## src/rtl/cache_mem_pkg.sv

```systemverilog
// +--------------------------------------------------------------------+
// | cache_mem_pkg : shared types and constants for cache_mem_ctrl      |
// | Rev 1.0                                                            |
// +--------------------------------------------------------------------+
`default_nettype none

package cache_mem_pkg;

  localparam int LINE_ADDR_W     = 28;
  localparam int LINE_W          = 128;
  localparam int DEFAULT_TIMEOUT = 1023;

  typedef enum logic [2:0] {
    ST_IDLE = 3'd0,
    ST_WB   = 3'd1,
    ST_GAP  = 3'd2,
    ST_FILL = 3'd3,
    ST_DONE = 3'd4
  } state_t;

endpackage

`default_nettype wire

```

## src/rtl/mem_req_timer.sv

```systemverilog
// +--------------------------------------------------------------------+
// | mem_req_timer : clearable counter that saturates at LIMIT (o_tc)   |
// | Rev 1.0                                                            |
// +--------------------------------------------------------------------+
`default_nettype none

module mem_req_timer #(
  parameter int               WIDTH = 10,
  parameter logic [WIDTH-1:0] LIMIT = '1
) (
  input  logic             clk,
  input  logic             rst,
  input  logic             i_clr,
  input  logic             i_inc,
  output logic [WIDTH-1:0] o_cnt,
  output logic             o_tc
);

  logic [WIDTH-1:0] r_cnt;

  always_ff @(posedge clk or posedge rst) begin
    if (rst) begin
      r_cnt <= '0;
    end else if (i_clr) begin
      r_cnt <= '0;
    end else if (i_inc && !o_tc) begin
      r_cnt <= r_cnt + 1'b1;
    end
  end

  assign o_cnt = r_cnt;
  assign o_tc  = (r_cnt == LIMIT);

endmodule

`default_nettype wire

```

## src/rtl/cache_mem_ctrl.sv

```systemverilog
// +--------------------------------------------------------------------+
// | cache_mem_ctrl : miss handler, optional writeback then line refill |
// | Rev 1.0                                                            |
// +--------------------------------------------------------------------+
`default_nettype none

module cache_mem_ctrl #(
  parameter int ADDR_W  = cache_mem_pkg::LINE_ADDR_W,
  parameter int LINE_W  = cache_mem_pkg::LINE_W,
  parameter int TIMEOUT = cache_mem_pkg::DEFAULT_TIMEOUT,
  parameter int CNT_W   = 16
) (
  input  logic              clk,
  input  logic              rst,
  input  logic              req_valid,
  input  logic              req_dirty,
  input  logic [ADDR_W-1:0] req_wb_addr,
  input  logic [LINE_W-1:0] req_wb_data,
  input  logic [ADDR_W-1:0] req_fill_addr,
  output logic              req_ready,
  output logic [LINE_W-1:0] fill_data,
  output logic              done,
  output logic              err,
  output logic [CNT_W-1:0]  busy_cycles,
  output logic              mem_read,
  output logic              mem_write,
  output logic [ADDR_W-1:0] mem_addr,
  output logic [LINE_W-1:0] mem_wdata,
  input  logic [LINE_W-1:0] mem_rdata,
  input  logic              mem_ready
);

  import cache_mem_pkg::*;

  localparam int TMR_W = $clog2(TIMEOUT + 1);

  state_t            r_state;
  logic [ADDR_W-1:0] r_fill_addr;

  logic              w_in_req;
  logic              w_tmr_clr;
  logic              w_tmr_inc;
  logic              w_tmr_tc;
  logic [TMR_W-1:0]  w_tmr_cnt_unused;
  logic              w_busy_sat_unused;

  assign w_in_req  = (r_state == ST_WB) || (r_state == ST_FILL);
  assign w_tmr_clr = ((r_state == ST_IDLE) && req_valid) || (r_state == ST_GAP);
  assign w_tmr_inc = w_in_req && !mem_ready;

  // Terminal one short of TIMEOUT: the abort edge is the one that would make the count reach TIMEOUT.
  mem_req_timer #(
    .WIDTH (TMR_W),
    .LIMIT (TMR_W'(TIMEOUT - 1))
  ) u_hs_timer (
    .clk   (clk),
    .rst   (rst),
    .i_clr (w_tmr_clr),
    .i_inc (w_tmr_inc),
    .o_cnt (w_tmr_cnt_unused),
    .o_tc  (w_tmr_tc)
  );

  mem_req_timer #(
    .WIDTH (CNT_W)
  ) u_busy_cnt (
    .clk   (clk),
    .rst   (rst),
    .i_clr (1'b0),
    .i_inc (r_state != ST_IDLE),
    .o_cnt (busy_cycles),
    .o_tc  (w_busy_sat_unused)
  );

  always_ff @(posedge clk or posedge rst) begin
    if (rst) begin
      r_state     <= ST_IDLE;
      r_fill_addr <= '0;
      req_ready   <= 1'b1;
      fill_data   <= '0;
      done        <= 1'b0;
      err         <= 1'b0;
      mem_read    <= 1'b0;
      mem_write   <= 1'b0;
      mem_addr    <= '0;
      mem_wdata   <= '0;
    end else begin
      done <= 1'b0;
      err  <= 1'b0;
      case (r_state)
        ST_IDLE: begin
          if (req_valid) begin
            req_ready   <= 1'b0;
            r_fill_addr <= req_fill_addr;
            if (req_dirty) begin
              r_state   <= ST_WB;
              mem_write <= 1'b1;
              mem_addr  <= req_wb_addr;
              mem_wdata <= req_wb_data;
            end else begin
              r_state  <= ST_FILL;
              mem_read <= 1'b1;
              mem_addr <= req_fill_addr;
            end
          end
        end
        ST_WB: begin
          if (mem_ready) begin
            mem_write <= 1'b0;
            r_state   <= ST_GAP;
          end else if (w_tmr_tc) begin
            mem_write <= 1'b0;
            err       <= 1'b1;
            req_ready <= 1'b1;
            r_state   <= ST_IDLE;
          end
        end
        ST_GAP: begin
          mem_read <= 1'b1;
          mem_addr <= r_fill_addr;
          r_state  <= ST_FILL;
        end
        ST_FILL: begin
          if (mem_ready) begin
            mem_read  <= 1'b0;
            fill_data <= mem_rdata;
            done      <= 1'b1;
            r_state   <= ST_DONE;
          end else if (w_tmr_tc) begin
            mem_read  <= 1'b0;
            err       <= 1'b1;
            req_ready <= 1'b1;
            r_state   <= ST_IDLE;
          end
        end
        ST_DONE: begin
          req_ready <= 1'b1;
          r_state   <= ST_IDLE;
        end
        default: begin
          mem_read  <= 1'b0;
          mem_write <= 1'b0;
          req_ready <= 1'b1;
          r_state   <= ST_IDLE;
        end
      endcase
    end
  end

endmodule

`default_nettype wire

```

## config.mk

```make
export PLATFORM = sky130hd
export DESIGN_NAME = cache_mem_ctrl
export DESIGN_NICKNAME = d
export VERILOG_FILES = /design/src/rtl/cache_mem_pkg.sv /design/src/rtl/mem_req_timer.sv /design/src/rtl/cache_mem_ctrl.sv
export SDC_FILE = /design/constraint.sdc
export NUM_CORES = 1
export LEC_CHECK = 0
export BUFFER_PORTS_ARGS = -buffer_cell sky130_fd_sc_hd__buf_4
export CAP_MARGIN = 20
export CORE_AREA = 5 5 241 243
export CTS_BUF_LIST = sky130_fd_sc_hd__clkbuf_16
export DETAILED_ROUTE_END_ITERATION = 16
export DIE_AREA = 0 0 246 248
export PLACE_DENSITY = 0.58
export SETUP_SLACK_MARGIN = 0.1
export SKIP_CTS_REPAIR_TIMING = 1
export SYNTH_ARGS = -nofsm -noshare
export SYNTH_HDL_FRONTEND = slang
export SYNTH_SLANG_ARGS = --single-unit
```

## constraint.sdc

```tcl
create_clock -name clk -period 16.6 [get_ports clk]
set_input_delay 3.32 -clock clk [delete_from_list [all_inputs] [get_ports clk]]
set_output_delay 3.32 -clock clk [all_outputs]
set_load 0.01 [all_outputs]
```

Word level (Yosys, flattened, before mapping)
Index checks and enable logic that the tools add are counted.

operators by class
  $add $sub $neg = 2
  $mul = 0
  divide/modulo/power cells = 0
  magnitude comparators = 0
  equal/unequal tests = 13
  shift operators = 0
  muxes and demuxes = 28
  bitwise gates (word level) = 3
  reductions and logical operators = 23

operator list
  cell                                                    number
  two-way mux 28 bit                                      2
  one-hot mux 28 bit (2 select lines)                     1
  two-way mux 10 bit                                      2
  adder 16 x 1 -> 16 bit (second input constant)          1
  equality test 16 bit (second input constant)            1
  two-way mux 1 bit                                       14
  two-way mux 3 bit                                       4
  one-hot mux 3 bit (4 select lines)                      1
  AND reduction 4 bit                                     3
  adder 10 x 1 -> 10 bit (second input constant)          1
  equality test 10 bit (second input constant)            1
  inequality test 2 bit (second input constant)           4
  equality test 3 x 2 -> 1 bit (second input constant)    2
  inequality test 3 x 2 -> 1 bit (second input constant)  2
  one-hot mux 1 bit (3 select lines)                      2
  AND reduction 2 bit                                     3
  logical AND 1 bit                                       4
  one-hot mux 1 bit (4 select lines)                      1
  nonzero test 2 bit                                      2
  OR reduction 2 bit                                      2
  equality test 3 x 1 -> 1 bit (second input constant)    1
  equality test 3 bit (second input constant)             1
  logical NOT 1 bit                                       3
  logical NOT 3 bit                                       1
  other kinds (7)                                         10

word-level totals
  flip-flop bits (word level) = 346
  bits in latches = 0
  bits in writable memories = 0
  memory bits (read-only) = 0
  bits of input ports = 317
  output and inout port bits = 305
  word-level logic and storage cells = 81
  memories = 0

Longest topological paths before layout
  word-level depth = 6
  depth in mapped cells = 9
  gate-level depth less buffers = 6

Modules after synthesis
Synthesis repeated with hierarchy kept, for this count alone.

unflattened totals
  cells, all modules = 939
  area, all modules = 14,064.7 um^2

by module, submodules not included
  module                       instances  cells an instance  area each (um^2)  sequential area each (um^2)
  cache_mem_ctrl               1          768                12,438.2          8,008.9
  mem_req_timer at u_busy_cnt  1          101                977.2             400.4
  mem_req_timer at u_hs_timer  1          70                 649.4             250.2

Worst setup path after synthesis
OpenSTA, ideal clock, no wires.

  path kind = input port to flip-flop
  start point = input req_dirty
  end point = register mem_addr[10]
  library setup time = 0.132 ns
  arrival time = 4.317 ns
  required time = 16.468 ns
  setup slack = 12.151 ns
  stages on the path = 6
  path buffers = 2
  cell sequence = clkbuf_1 -> clkbuf_1 -> mux2i_1 -> nand2_1 -> o21ai_1 -> o21ai_1

between the ends
  longest elaborated chain between the ends = 3

ends and longest elaborated chain
  what                                 RTL line               text
  from (decl)                          cache_mem_ctrl.sv:16   input logic req_dirty,
  two-way mux 28 bit                   cache_mem_ctrl.sv:95   if (req_dirty) begin
  two-way mux 28 bit                   cache_mem_ctrl.sv:92   if (req_valid) begin
  one-hot mux 28 bit (2 select lines)  cache_mem_ctrl.sv:90   case (r_state)
  to (signal assigned)                 cache_mem_ctrl.sv:98   mem_addr <= req_wb_addr;
  to (signal assigned)                 cache_mem_ctrl.sv:103  mem_addr <= req_fill_addr;
  to (signal assigned)                 cache_mem_ctrl.sv:120  mem_addr <= r_fill_addr;
  to (decl)                            cache_mem_ctrl.sv:27   output logic [ADDR_W-1:0] mem_addr,

No other way between the ends. The select of a mux whose other input is x is not followed.
A chain may end at the register's enable or synchronous reset.

Worst setup path in the final report
  start point = input req_dirty
  end point = register mem_wdata[65]

between the ends
  longest elaborated chain between the ends = 1

ends and longest elaborated chain
  what                                  RTL line              text
  AND reduction 3 bit (no source line)  n/a
  to (signal assigned)                  cache_mem_ctrl.sv:99  mem_wdata <= req_wb_data;
  to (decl)                             cache_mem_ctrl.sv:28  output logic [LINE_W-1:0] mem_wdata,

No other way between the ends.

==> flow_metrics.env <==
export IMPL_yosysWarnings=0
export IMPL_dp_slack_ps=10990
export IMPL_final_util=0.3666
export IMPL_yosysMostFrequentCell="nand2_1"
export IMPL_drv_cap=0
export IMPL_area_growth_pct=47.76
export IMPL_combinationalPowerShare=0.385
export IMPL_core_um2=55730
export IMPL_grt_usage=0.1397
export IMPL_antenna_found_initial=3
export IMPL_syn_num_nets=1549
export IMPL_endpoint="mem_wdata[65]$_DFFE_PP0P_"
export IMPL_postSynthAreaPerCell_um2=11.25
export IMPL_synth_cell_type_count=48
export IMPL_reg2reg_depth=6
export IMPL_r2r_start="r_state[0]$_DFFE_PP0N_"
export IMPL_drt_wl_total_mm=45.83
export IMPL_netlist_area_um2=13830
export IMPL_setup_tns_ps=0
export IMPL_required_ps=17010
export IMPL_final_nets=2153
export IMPL_insertion_delay_ps=540
export IMPL_die_x_um=246
export IMPL_cts_max_path_buffers=3
export IMPL_p_seq_frac=0.401
export IMPL_drt_iter0_markers=483
export IMPL_dp_hpwl_mm=34.54
export IMPL_clock_root_buffer="clkbuf_16"
export IMPL_synth_seq_area_share=0.6262
export IMPL_gp_congestion=0.8065
export IMPL_place_inst=2547
export IMPL_finClkSkew_ps=9.308
export IMPL_top_usage_layer="met2"
export IMPL_fillCellCount=5654
export IMPL_first_pass_iters=4
export IMPL_path_clk_slew_ps=60
export IMPL_fin_cells=2619
export IMPL_rsz0062_at_grt="false"
export IMPL_fmax_mhz=196.7
export IMPL_timing_rr_end="fill_data[64]$_DFFE_PP0P_"
export IMPL_timing_slew_headroom=0.2676
export IMPL_drive_above_1_share=0.3811
export IMPL_design_power_total_mw=3.718
export IMPL_cpPeakStageDelay_ps=490
export IMPL_hold_slack_ps=473.3
export IMPL_hold_path_depth=2
export IMPL_use_met1=0.1630
export IMPL_antenna_cells=0
export IMPL_via_per_inst=4.254
export IMPL_ys_seq_elements=346
export IMPL_internal_power_mw=2.407
export IMPL_synthCells=1229
export IMPL_vias=11140
export IMPL_final_antenna_net_count=0
export IMPL_setup_viol=0
export IMPL_hold_viol=0
export IMPL_grt_use_met3=0.05406
export IMPL_initial_core_util=0.2481
export IMPL_power_switching_mw=1.310
export IMPL_io_pins=622
export IMPL_numPortBuffers=621
export IMPL_async_reset_ff_frac=1.000
export IMPL_grtUsageMet2=0.2395
export IMPL_design_area_um2=20430
export IMPL_hold_path_class="flip-flop to flip-flop"
export IMPL_cp_num_buf_inv=3
export IMPL_p_sw_frac=0.3524
export IMPL_synthTopCellsByArea="dfrtp_1 (62%), nand2_1 (12%), mux2_1 (12%), mux2i_1 (2.2%), o21ai_1 (1.8%)"
export IMPL_cp_end_kind="flip-flop"
export IMPL_crit_type="input pin to flip-flop"
export IMPL_worstPathCellList="buf_4, nand2_4, buf_4, buf_16, mux2_1"
export IMPL_fp_row_count=87
export IMPL_reg2reg_slack_ps=13750
export IMPL_overflow=0
export IMPL_status="finished, final reports clean"
export IMPL_htree_num_levels=2
export IMPL_cts_tree="built"
export IMPL_critPathSlowestCell="nand2_4"
export IMPL_worstMarginPinSlew_ps=1099
export IMPL_period_needed_ps=5084
export IMPL_cts_made_buffers=40
export IMPL_ys_flop_type="dfrtp_1"
export IMPL_final_period_utilization=0.3063
export IMPL_crit_top_cell="buf_4"
export IMPL_vdd_drop_max_v=0.00009956
export IMPL_grt_pass1_wl_mm=67.77
export IMPL_synth_edff_count=0
export IMPL_cpLargestDelayFamily="buffers and inverters"
export IMPL_dieArea_um2=61010
export IMPL_startpoint="req_dirty"
export IMPL_worstPathArrival_ps=5490
export IMPL_crit_fanout=60
export IMPL_grt_pass1_vias=11720
export IMPL_yosysTopAreaCellShare=0.6243
export IMPL_drc=0
export IMPL_slew_viol_final=0
export IMPL_die_y_um=248
export IMPL_cts_sinks=346
export IMPL_clkPwrFrac=0.214
export IMPL_grt_start_max_net_pins=151
export IMPL_timing_final_ws_setup_ps=11520
export IMPL_synth_area_leader_cell="dfrtp_1"
export IMPL_routedWlPerCell_um=17.50
export IMPL_yosys_top_cells_count="nand2_1 (458), dfrtp_1 (345), mux2_1 (144)"
export IMPL_cp_start_kind="input pin"
export IMPL_dpl_cell_area_um2=19260
export IMPL_power_leakage_nw=10.34
export IMPL_powerDensity_nw_per_um2=181.9
export IMPL_critical_path_depth=5
==> per-layer routing <==
| metal | vias to the layer above | part of all wire |
|---|---|---|
| li1 | 5276 | - |
| met1 | 5345 | 0.38 |
| met2 | 435 | 0.49 |
| met3 | 86 | 0.096 |
| met4 | 0 | 0.028 |
| met5 | - | 0 |
==> sequential cells by signal (all words and copies together), names as in the netlist <==
| register | flops |
|---|---|
| fill_data | 128 |
| mem_wdata | 128 |
| mem_addr | 28 |
| r_fill_addr | 28 |
| u_busy_cnt.o_cnt | 16 |
| u_hs_timer.o_cnt | 10 |
| r_state | 3 |
| done | 1 |
| err | 1 |
| mem_read | 1 |
| mem_write | 1 |
| req_ready | 1 |
==> cell type report <==
| type | count | area [um2] | area share |
|---|---|---|---|
| multi-input combinational | 808 | 4860 | 0.2378 |
| inverter | 8 | 40.04 | 0.001960 |
| clock buffer | 41 | 1026 | 0.05021 |
| timing repair buffer | 629 | 4755 | 0.2327 |
| tap | 756 | 945.9 | 0.04630 |
| sequential | 346 | 8660 | 0.4238 |
| clock inverter | 31 | 146.4 | 0.007165 |
==> worst register-to-register path, cell delays in order (launching register included) <==
cell     delay [ps]
dfrtp_1         670
inv_2            70
or3_4           570
inv_4           560
buf_4           660
nand2_1         180
nand2_1          80
==> worst min-delay path by stage <==
stage,start,end,slack (ps)
2_1_floorplan,r_fill_addr[0]$_DFFE_PP0P_,mem_addr[0]$_DFFE_PP0P_,450
3_3_place_gp,r_fill_addr[7]$_DFFE_PP0P_,mem_addr[7]$_DFFE_PP0P_,460
3_5_place_dp,fill_data[55]$_DFFE_PP0P_,fill_data[55]$_DFFE_PP0P_,460
4_1_cts,fill_data[4]$_DFFE_PP0P_,fill_data[4]$_DFFE_PP0P_,480
5_1_grt,fill_data[11]$_DFFE_PP0P_,fill_data[11]$_DFFE_PP0P_,490
6_report,fill_data[77]$_DFFE_PP0P_,fill_data[77]$_DFFE_PP0P_,470
==> layout by cell type (no fill, tap or decap), types with 8 or more instances in the layout <==
cell and count:
nand2_1 457, nand3_1 17, mux2_2 14, nand4_1 9, mux2_1 144, dfrtp_1 345
o21ai_0 13, clkinv_1 11, inv_1 13, clkbuf_16 41, mux2i_1 30, buf_4 627
xor2_1 8, o21ai_1 51
==> power groups by stage <==
stage	clock network, mW	registers, mW	logic (mW)
6_report	0.796	1.49	1.43
5_1_grt	0.864	1.54	1.57
4_1_cts	0.826	1.49	1.46
3_5_place_dp	0	1.50	1.47
3_3_place_gp	0	1.49	1.44
2_1_floorplan	0	1.60	0.517
==> cell families (layout without fill, tap and decap cells) <==
kind of cell | Yosys count | after routing | synth area share
and+or+nand+nor | 517 | 517 | 0.1537
DFF | 346 | 346 | 0.6262
muxes | 188 | 188 | 0.1504
AOI/OAI and AO/OA | 89 | 89 | 0.03637
buffers and inverters | 75 | 709 | 0.02361
xor gates and xnor gates | 11 | 11 | 0.006968
adders and majority gates | 3 | 3 | 0.002715
No activity file was read; power rests on OpenSTA's default activity.
